--- config.mk ---
export PLATFORM = sky130hd
export DESIGN_NAME = layer_sequencer_flat
export DESIGN_NICKNAME = d
export VERILOG_FILES = /design/src/rtl/layer_sequencer_if.sv /design/src/rtl/layer_sequencer.sv /design/src/flat_wrapper.sv
export SDC_FILE = /design/constraint.sdc
export NUM_CORES = 1
export LEC_CHECK = 0
export ABC_CLOCK_PERIOD_IN_PS = 1920
export BUFFER_PORTS_ARGS = -buffer_cell sky130_fd_sc_hd__buf_2
export CORE_MARGIN = 4
export CORE_UTILIZATION = 38
export CTS_BUF_LIST = sky130_fd_sc_hd__clkbuf_16
export CTS_CLUSTER_SIZE = 40
export DETAILED_ROUTE_END_ITERATION = 10
export PLACE_DENSITY = 0.63
export RECOVER_POWER = 100
export SLEW_MARGIN = 40
export SYNTH_ARGS = -nofsm -noshare
export SYNTH_HDL_FRONTEND = slang
export SYNTH_SLANG_ARGS = --single-unit
--- constraint.sdc ---
create_clock -name clk -period 1.92 [get_ports clk]
set_input_delay 0.192 -clock clk [delete_from_list [all_inputs] [get_ports clk]]
set_output_delay 0.192 -clock clk [all_outputs]
set_load 0.03 [all_outputs]
--- src/rtl/layer_sequencer_if.sv ---
// layer_sequencer_if: instruction handshake plus tile control and datapath-mode bundle
interface layer_sequencer_if #(
  parameter int INSTRUCTION_WIDTH = 32,
  parameter int CFG_WIDTH = 16
);
  logic instr_valid;
  logic instr_ready;
  logic [INSTRUCTION_WIDTH-1:0] instruction_signal;
  logic tile_done;
  logic err_clr;
  logic tile_start;
  logic [1:0] layer_mode;
  logic layer_signal;
  logic [CFG_WIDTH-1:0] cfg_out;
  logic busy;
  logic layer_done;
  logic err_illegal;
  modport master (
    output instr_valid, instruction_signal, tile_done, err_clr,
    input instr_ready, tile_start, layer_mode, layer_signal, cfg_out, busy, layer_done, err_illegal
  );
  modport slave (
    input instr_valid, instruction_signal, tile_done, err_clr,
    output instr_ready, tile_start, layer_mode, layer_signal, cfg_out, busy, layer_done, err_illegal
  );
endinterface

--- src/rtl/layer_sequencer.sv ---
// layer_sequencer: decodes layer instructions and sequences one tile_start per tile until the layer completes
module layer_sequencer #(
  parameter int INSTRUCTION_WIDTH = 32,
  parameter int OPCODE_WIDTH = 4,
  parameter int COUNT_WIDTH = 12,
  parameter int CFG_WIDTH = 16
) (
  input logic clk,
  input logic rst,
  layer_sequencer_if.slave bus
);
  typedef enum logic [1:0] {IDLE, ISSUE, WAIT, DONE} state_t;
  state_t state_q, state_d;
  logic [COUNT_WIDTH-1:0] total_q, total_d, done_q, done_d;
  logic [1:0] mode_q, mode_d;
  logic [CFG_WIDTH-1:0] cfg_q, cfg_d;
  logic err_q, err_d;
  logic [OPCODE_WIDTH-1:0] opcode;
  logic [COUNT_WIDTH-1:0] count;
  logic accept, legal, illegal;
  assign opcode = bus.instruction_signal[INSTRUCTION_WIDTH-1 -: OPCODE_WIDTH];
  assign count = bus.instruction_signal[INSTRUCTION_WIDTH-OPCODE_WIDTH-1 -: COUNT_WIDTH];
  assign accept = bus.instr_valid && state_q == IDLE;
  assign legal = accept && opcode != '0 && opcode <= OPCODE_WIDTH'(3);
  assign illegal = accept && opcode > OPCODE_WIDTH'(3);
  // next state: decode in IDLE, alternate ISSUE/WAIT per tile, DONE pulses once; illegal set beats err_clr
  always_comb begin
    state_d = state_q;
    total_d = total_q;
    done_d = done_q;
    mode_d = mode_q;
    cfg_d = cfg_q;
    err_d = illegal ? 1'b1 : bus.err_clr ? 1'b0 : err_q;
    case (state_q)
      IDLE: if (legal) begin
        state_d = count != '0 ? ISSUE : DONE;
        total_d = count;
        done_d = '0;
        mode_d = opcode[1:0] - 2'd1;
        cfg_d = bus.instruction_signal[CFG_WIDTH-1:0];
      end
      ISSUE: state_d = WAIT;
      WAIT: if (bus.tile_done) begin
        done_d = done_q + COUNT_WIDTH'(1);
        state_d = done_d == total_q ? DONE : ISSUE;
      end
      default: state_d = IDLE;
    endcase
  end
  // state and latched layer context; reset aborts any layer in flight
  always_ff @(posedge clk) begin
    if (rst) begin
      state_q <= IDLE;
      total_q <= '0;
      done_q <= '0;
      mode_q <= '0;
      cfg_q <= '0;
      err_q <= 1'b0;
    end else begin
      state_q <= state_d;
      total_q <= total_d;
      done_q <= done_d;
      mode_q <= mode_d;
      cfg_q <= cfg_d;
      err_q <= err_d;
    end
  end
  assign bus.instr_ready = state_q == IDLE;
  assign bus.busy = state_q != IDLE;
  assign bus.tile_start = state_q == ISSUE;
  assign bus.layer_done = state_q == DONE;
  assign bus.layer_mode = mode_q;
  assign bus.layer_signal = mode_q == 2'd2;
  assign bus.cfg_out = cfg_q;
  assign bus.err_illegal = err_q;
endmodule

--- src/flat_wrapper.sv ---
// flat-port wrapper written by rule: the top's interface ports become plain ports
module layer_sequencer_flat 
#(
  parameter int INSTRUCTION_WIDTH = 32,
  parameter int OPCODE_WIDTH = 4,
  parameter int COUNT_WIDTH = 12,
  parameter int CFG_WIDTH = 16
)
  (clk, rst, bus_instr_valid, bus_instruction_signal, bus_tile_done, bus_err_clr, bus_instr_ready, bus_tile_start, bus_layer_mode, bus_layer_signal, bus_cfg_out, bus_busy, bus_layer_done, bus_err_illegal);
  layer_sequencer_if #(.INSTRUCTION_WIDTH(INSTRUCTION_WIDTH), .CFG_WIDTH(CFG_WIDTH)) bus_i ();
  input logic clk;
  input logic rst;
  input wire logic [$bits(bus_i.instr_valid)-1:0] bus_instr_valid;
  input wire logic [$bits(bus_i.instruction_signal)-1:0] bus_instruction_signal;
  input wire logic [$bits(bus_i.tile_done)-1:0] bus_tile_done;
  input wire logic [$bits(bus_i.err_clr)-1:0] bus_err_clr;
  output wire logic [$bits(bus_i.instr_ready)-1:0] bus_instr_ready;
  output wire logic [$bits(bus_i.tile_start)-1:0] bus_tile_start;
  output wire logic [$bits(bus_i.layer_mode)-1:0] bus_layer_mode;
  output wire logic [$bits(bus_i.layer_signal)-1:0] bus_layer_signal;
  output wire logic [$bits(bus_i.cfg_out)-1:0] bus_cfg_out;
  output wire logic [$bits(bus_i.busy)-1:0] bus_busy;
  output wire logic [$bits(bus_i.layer_done)-1:0] bus_layer_done;
  output wire logic [$bits(bus_i.err_illegal)-1:0] bus_err_illegal;
  assign bus_i.instr_valid = bus_instr_valid;
  assign bus_i.instruction_signal = bus_instruction_signal;
  assign bus_i.tile_done = bus_tile_done;
  assign bus_i.err_clr = bus_err_clr;
  assign bus_instr_ready = bus_i.instr_ready;
  assign bus_tile_start = bus_i.tile_start;
  assign bus_layer_mode = bus_i.layer_mode;
  assign bus_layer_signal = bus_i.layer_signal;
  assign bus_cfg_out = bus_i.cfg_out;
  assign bus_busy = bus_i.busy;
  assign bus_layer_done = bus_i.layer_done;
  assign bus_err_illegal = bus_i.err_illegal;
  layer_sequencer #(.INSTRUCTION_WIDTH(INSTRUCTION_WIDTH), .OPCODE_WIDTH(OPCODE_WIDTH), .COUNT_WIDTH(COUNT_WIDTH), .CFG_WIDTH(CFG_WIDTH)) u_core (.clk(clk), .rst(rst), .bus(bus_i));
endmodule
# [Yosys cells after proc, flatten, opt, wreduce, memory -nomap -nowiden]
# Cells that the tools add are included.
[totals] inputBits=37 wordCells=40 reg_bits=45 out_inout_bits=24
[op_classes] n_addsub=2 order_cmp=2 eq_ne=7 reduce_logical=13 mux=10
[op_table] op="$mux W12" count=2
[op_table] op="$pmux W12 S2" count=1
[op_table] op="$add A12 B1 Y12 const B" count=1
[op_table] op="$eq A12 B12 Y1" count=1
[op_table] op="$reduce_bool A12 Y1" count=1
[op_table] op="$mux W2" count=4
[op_table] op="$eq A2 B2 Y1 const B" count=3
[op_table] op="$pmux W2 S3" count=1
[op_table] op="$reduce_bool A2 Y1" count=3
[op_table] op="$gt A4 B2 Y1 const B" count=1
[op_table] op="$le A4 B2 Y1 const B" count=1
[op_table] op="$logic_and A1 B1 Y1" count=4
[op_table] op="$reduce_and A2 Y1" count=2
[op_table] op="$reduce_bool A4 Y1" count=1
[op_table] op="$reduce_and A3 Y1" count=1
[op_table] op="$eq A2 B1 Y1 const B" count=1
[op_table] op="$logic_not A2 Y1" count=1
[op_table] op="$mux W1" count=2
[op_table] op="$ne A2 B1 Y1 const B" count=1
[op_table] op="$ne A2 B2 Y1 const B" count=1
[op_table] op="$sub A2 B1 Y2 const B" count=1

# [Depth between registers and ports, before layout]
[logic_depth] ltp_word=6 depth_mapped=9 mapped_depth_nobuf=7

# [Least setup slack after synthesis]
# OpenSTA, ideal clock, no wires.
[synth_path] path_type="register to register" start="reg u_core.state_q[0]" end="reg u_core.done_q[9]" slack_ns=-0.004 required_ns=1.789 path_stages_with_launch=8 setup_time_ns=0.131 t_arrival_ns=1.793 path_cell_list="dfxtp_1 -> nor2_1 -> and3_1 -> clkbuf_1 -> nor2_1 -> buf_2 -> nor3b_1 -> nor3_1"
[synth_via] elab_chain_cells=6
[synth_rtl] item="start, declared" line_no="layer_sequencer.sv:13" text="state_t state_q, state_d;"
[synth_rtl] item="start signal, assigned" line_no="layer_sequencer.sv:60" text="state_q <= state_d;"
[synth_rtl] item="$logic_not A2 Y1 *"
[synth_rtl] item="net bus_instr_ready" line_no="flat_wrapper.sv:17" text="output wire logic [$bits(bus_i.instr_ready)-1:0] bus_instr_ready;"
[synth_rtl] item="$logic_and A1 B1 Y1" line_no="layer_sequencer.sv:23" text="assign accept = bus.instr_valid && state_q == IDLE;"
[synth_rtl] item="$logic_and A1 B1 Y1 (2 in a row)" line_no="layer_sequencer.sv:24" text="assign legal = accept && opcode != '0 && opcode <= OPCODE_WIDTH'(3);"
[synth_rtl] item="$ne A2 B1 Y1 (no line)"
[synth_rtl] item="$reduce_and A3 Y1 (no line)"
[synth_rtl] item="end signal, assigned" line_no="layer_sequencer.sv:62" text="done_q <= done_d;"
[synth_rtl] item="end, declared" line_no="layer_sequencer.sv:14" text="logic [COUNT_WIDTH-1:0] total_q, total_d, done_q, done_d;"
# The timed path passes the listed nets; every way through them passes the cells marked *.
# A chain may end at the register's enable or synchronous reset.

# [Final worst setup path]
[layout_path] start="reg u_core.done_q[2]" end="reg u_core.state_q[1]"
[layout_via] elab_chain_cells=5
[layout_rtl] item="$add A12 B1 Y12" line_no="layer_sequencer.sv:44" text="done_d = done_q + COUNT_WIDTH'(1);"
[layout_rtl] item="$eq A12 B12 Y1" line_no="layer_sequencer.sv:45" text="state_d = done_d == total_q ? DONE : ISSUE;"
[layout_rtl] item="$mux W2" line_no="layer_sequencer.sv:45"
[layout_rtl] item="$mux W2" line_no="layer_sequencer.sv:43" text="WAIT: if (bus.tile_done) begin"
[layout_rtl] item="$pmux W2 S3" line_no="layer_sequencer.sv:34" text="case (state_q)"
# Every way passes these cells. The select of a mux whose other input is x is not followed.

==> results.ini <==
[run_status]
outcome = finished, final reports clean

[cells_and_area]
diodes = 0
layout-drive-gt1-share_pct = 19.2
syn2layout_area_growth_pct = 25.2
mostFrequentLayoutCells = nand2_1, a21oi_1, dfxtp_1, buf_2, clkbuf_1
fin_nets = 393
final_cell_count_no_fill = 427
final_common_cell = nand2_1
stdcell_area_um2 = 2760

[synthesis]
ys_top_cells_by_area = dfxtp_1, a21oi_1, nand2_1, nor2_1, xnor2_1
yosys.cell_types.count = 40
synth_area_leader_cell = dfxtp_1
syn_area_per_cell_um2 = 7.54
ys_async_sr_fraction_pct = 0
synth_top_area_share_pct = 40.8
synth-edff-count = 0
yosysSeqAreaShare_pct = 40.8
yosys_warnings = 0
synth.net_count = 332
synthCells = 293
ys.flop_type = dfxtp_1
netlist_area_um2 = 2210
yosys_register_bits = 45

[global_routing]
grt_usage_pct = 16.4
overflow = 0
antenna_found_initial = 0
grt_max_degree = 35
grt_pass1_vias = 2016
grt_pass1_wl_mm = 9.67

[power]
power_frac_comb_pct = 9.0
power_density_nw_per_um2 = 774
power.clock.fraction_pct = 45.5
p_leak_nw = 1.06
peakVddDrop_v = 0.000682
seqPwrFrac_pct = 45.4
p_int_mw = 1.64
p_sw_mw = 0.501
swShare_pct = 23.4

[floorplanning]
io_pins = 61
core_area_um2 = 5570
dieWidth_um = 84.2
row_count = 27
fp.dieH_um = 84.2
die_area_um2 = 7100
initial_utilization_pct = 39.6

[timing]
fin_crit_ns = 1.78
whs_ns = 0.0968
finalCritPeriodShare_pct = 92.5
skew_ns = 0.00462
hold_viol_final = 0
slew_headroom_pct = 59.9
tightest_slew_ns = 0.601
setup-violations-final = 0
fin_tns_setup_ns = 0
max_freq_mhz = 563
drv_slew = 0
rsz0062_at_grt = false

[clock_network]
cts.sink_count = 45
cts_tree = done
path_clk_slew_ns = 0.06
clock_latency_ns = 0.28
clockBufferDepth = 2
cts_setup_buffers = 0
cts_buffers = 5
cts_resized = 0
cts.root.buffer_cell = clkbuf_16
htreeDepth = 2
holdBufCountCts = 0

[placed_design]
place_area_um2 = 2620
hpwl_mm = 4.10
dp.cells = 419
port_buffers = 60
gp_congestion = 0.884

[critical_path]
path_class = flop to flop
crit_path_start = u_core.done_q[2]$_SDFFE_PP0P_
worstPathArrival_ns = 2.00
crit_path_max_fanout = 8
end_kind = flop
r2r-start = u_core.done_q[2]$_SDFFE_PP0P_
crit_required_ns = 2.15
critPathLaunchType = flop

[route]
top_layer_used = met4
routed_via_density = 5.07
drc = 0
routedWlPerCell_um = 13.3
routedLengthMet1_mm = 2.67
drt_first_iter_violations = 123
drt_wl_total_mm = 5.67
vias = 2166
drt_first_pass_iters = 4
ant_nets = 0
route.met3.wl_um = 369
wl_met2_mm = 2.56

[hold_path]
hp-start = bus_instruction_signal[28]
hold_path.class = primary input to flop

[flow_run]
drv_cap = 0

-- worst max-delay path, stage by stage (launching register included) --
cell and delay, ns:
dfxtp_1 0.47, nand4_2 0.18, nor4_4 0.38, xnor2_1 0.12, nor4_1 0.36, a31o_1 0.21
-- power groups by stage --
stage          combinational, mW  clock [mW]  sequential, mW
2_1_floorplan             0.0915           0            1.02
3_3_place_gp               0.200           0           0.992
3_5_place_dp               0.200           0           0.992
4_1_cts                    0.200       0.996           0.971
5_1_grt                    0.215        1.03           0.974
6_report                   0.193       0.974           0.972
-- cell type report --
cell class / count / area [µm²]
timing repair buffer: 73 / 365
multi-input combinational: 224 / 1220
tap: 72 / 90.1
clock buffer: 5 / 125
sequential: 45 / 902
clock inverter: 3 / 42.5
inverter: 5 / 18.8
fill: 586 / 2810
-- metal layers --
metal,up-vias,global-route usage (%)
met5,-,0
li1,1128,-
met4,0,4.53
met1,970,21.9
met3,6,4.12
met2,62,26.3
-- flip-flops by register name, summed over array words and instances (netlist names) --
| register | count |
|---|---|
| u_core.done_q | 12 |
| u_core.state_q | 2 |
| u_core.total_q | 12 |
| u_core.bus.layer_mode | 2 |
| u_core.bus.err_illegal | 1 |
| u_core.bus.cfg_out | 16 |
-- through the flow --
stage / setup WS [ns] / utilization [%] / power [mW]
after global placement: 0.107 / 47.0 / 1.19
after detailed placement: 0.101 / 47.0 / 1.19
after CTS: 0.0625 / 50.0 / 2.17
after floorplan: 0.180 / - / 1.11
after global routing: 0.00345 / 49.6 / 2.22
final: 0.144 / 49.6 / 2.14
-- synthesized netlist by cell type (2+ instances only) --
master    instances
xnor2_1           9
a211oi_1          4
nand3b_1          2
nand2b_1          3
ha_1              2
o21ai_0          11
nand4_1           2
and3_1            3
a21oi_1          53
xor2_1            4
nor2b_1           4
and2_1            2
dfxtp_1          45
a31oi_1           2
nand2_1          65
or3_1             3
buf_2             8
clkbuf_1         10
nor2_1           22
nand3_1           6
nor3_1            6
nor3b_1           2
inv_1             5
nor4_1            4
-- cell families (layout without fill, tap and decap cells) --
group	after synthesis	after routing	synth area share [%]
AND/OR/NAND/NOR	131	131	28.8
AO/OA/AOI/OAI	78	78	19.6
flip-flops	45	45	40.8
buffers and inverters	24	86	4.53
XOR/XNOR	13	13	5.16
adder cells (fa/ha/maj)	2	2	1.13
-- final timing paths --
kind | endpoint | slack (ns) | depth (start not counted)
min | u_core.bus.layer_mode[0]$_SDFFE_PP0P_ | 0.1 | 2
max reg2reg | u_core.state_q[1]$_SDFFE_PP0P_ | 0.14 | 5
min reg2reg | u_core.bus.cfg_out[10]$_SDFFE_PP0P_ | 0.45 | 2
max | u_core.state_q[1]$_SDFFE_PP0P_ | 0.14 | 5
(Power assumes the default switching activity.)
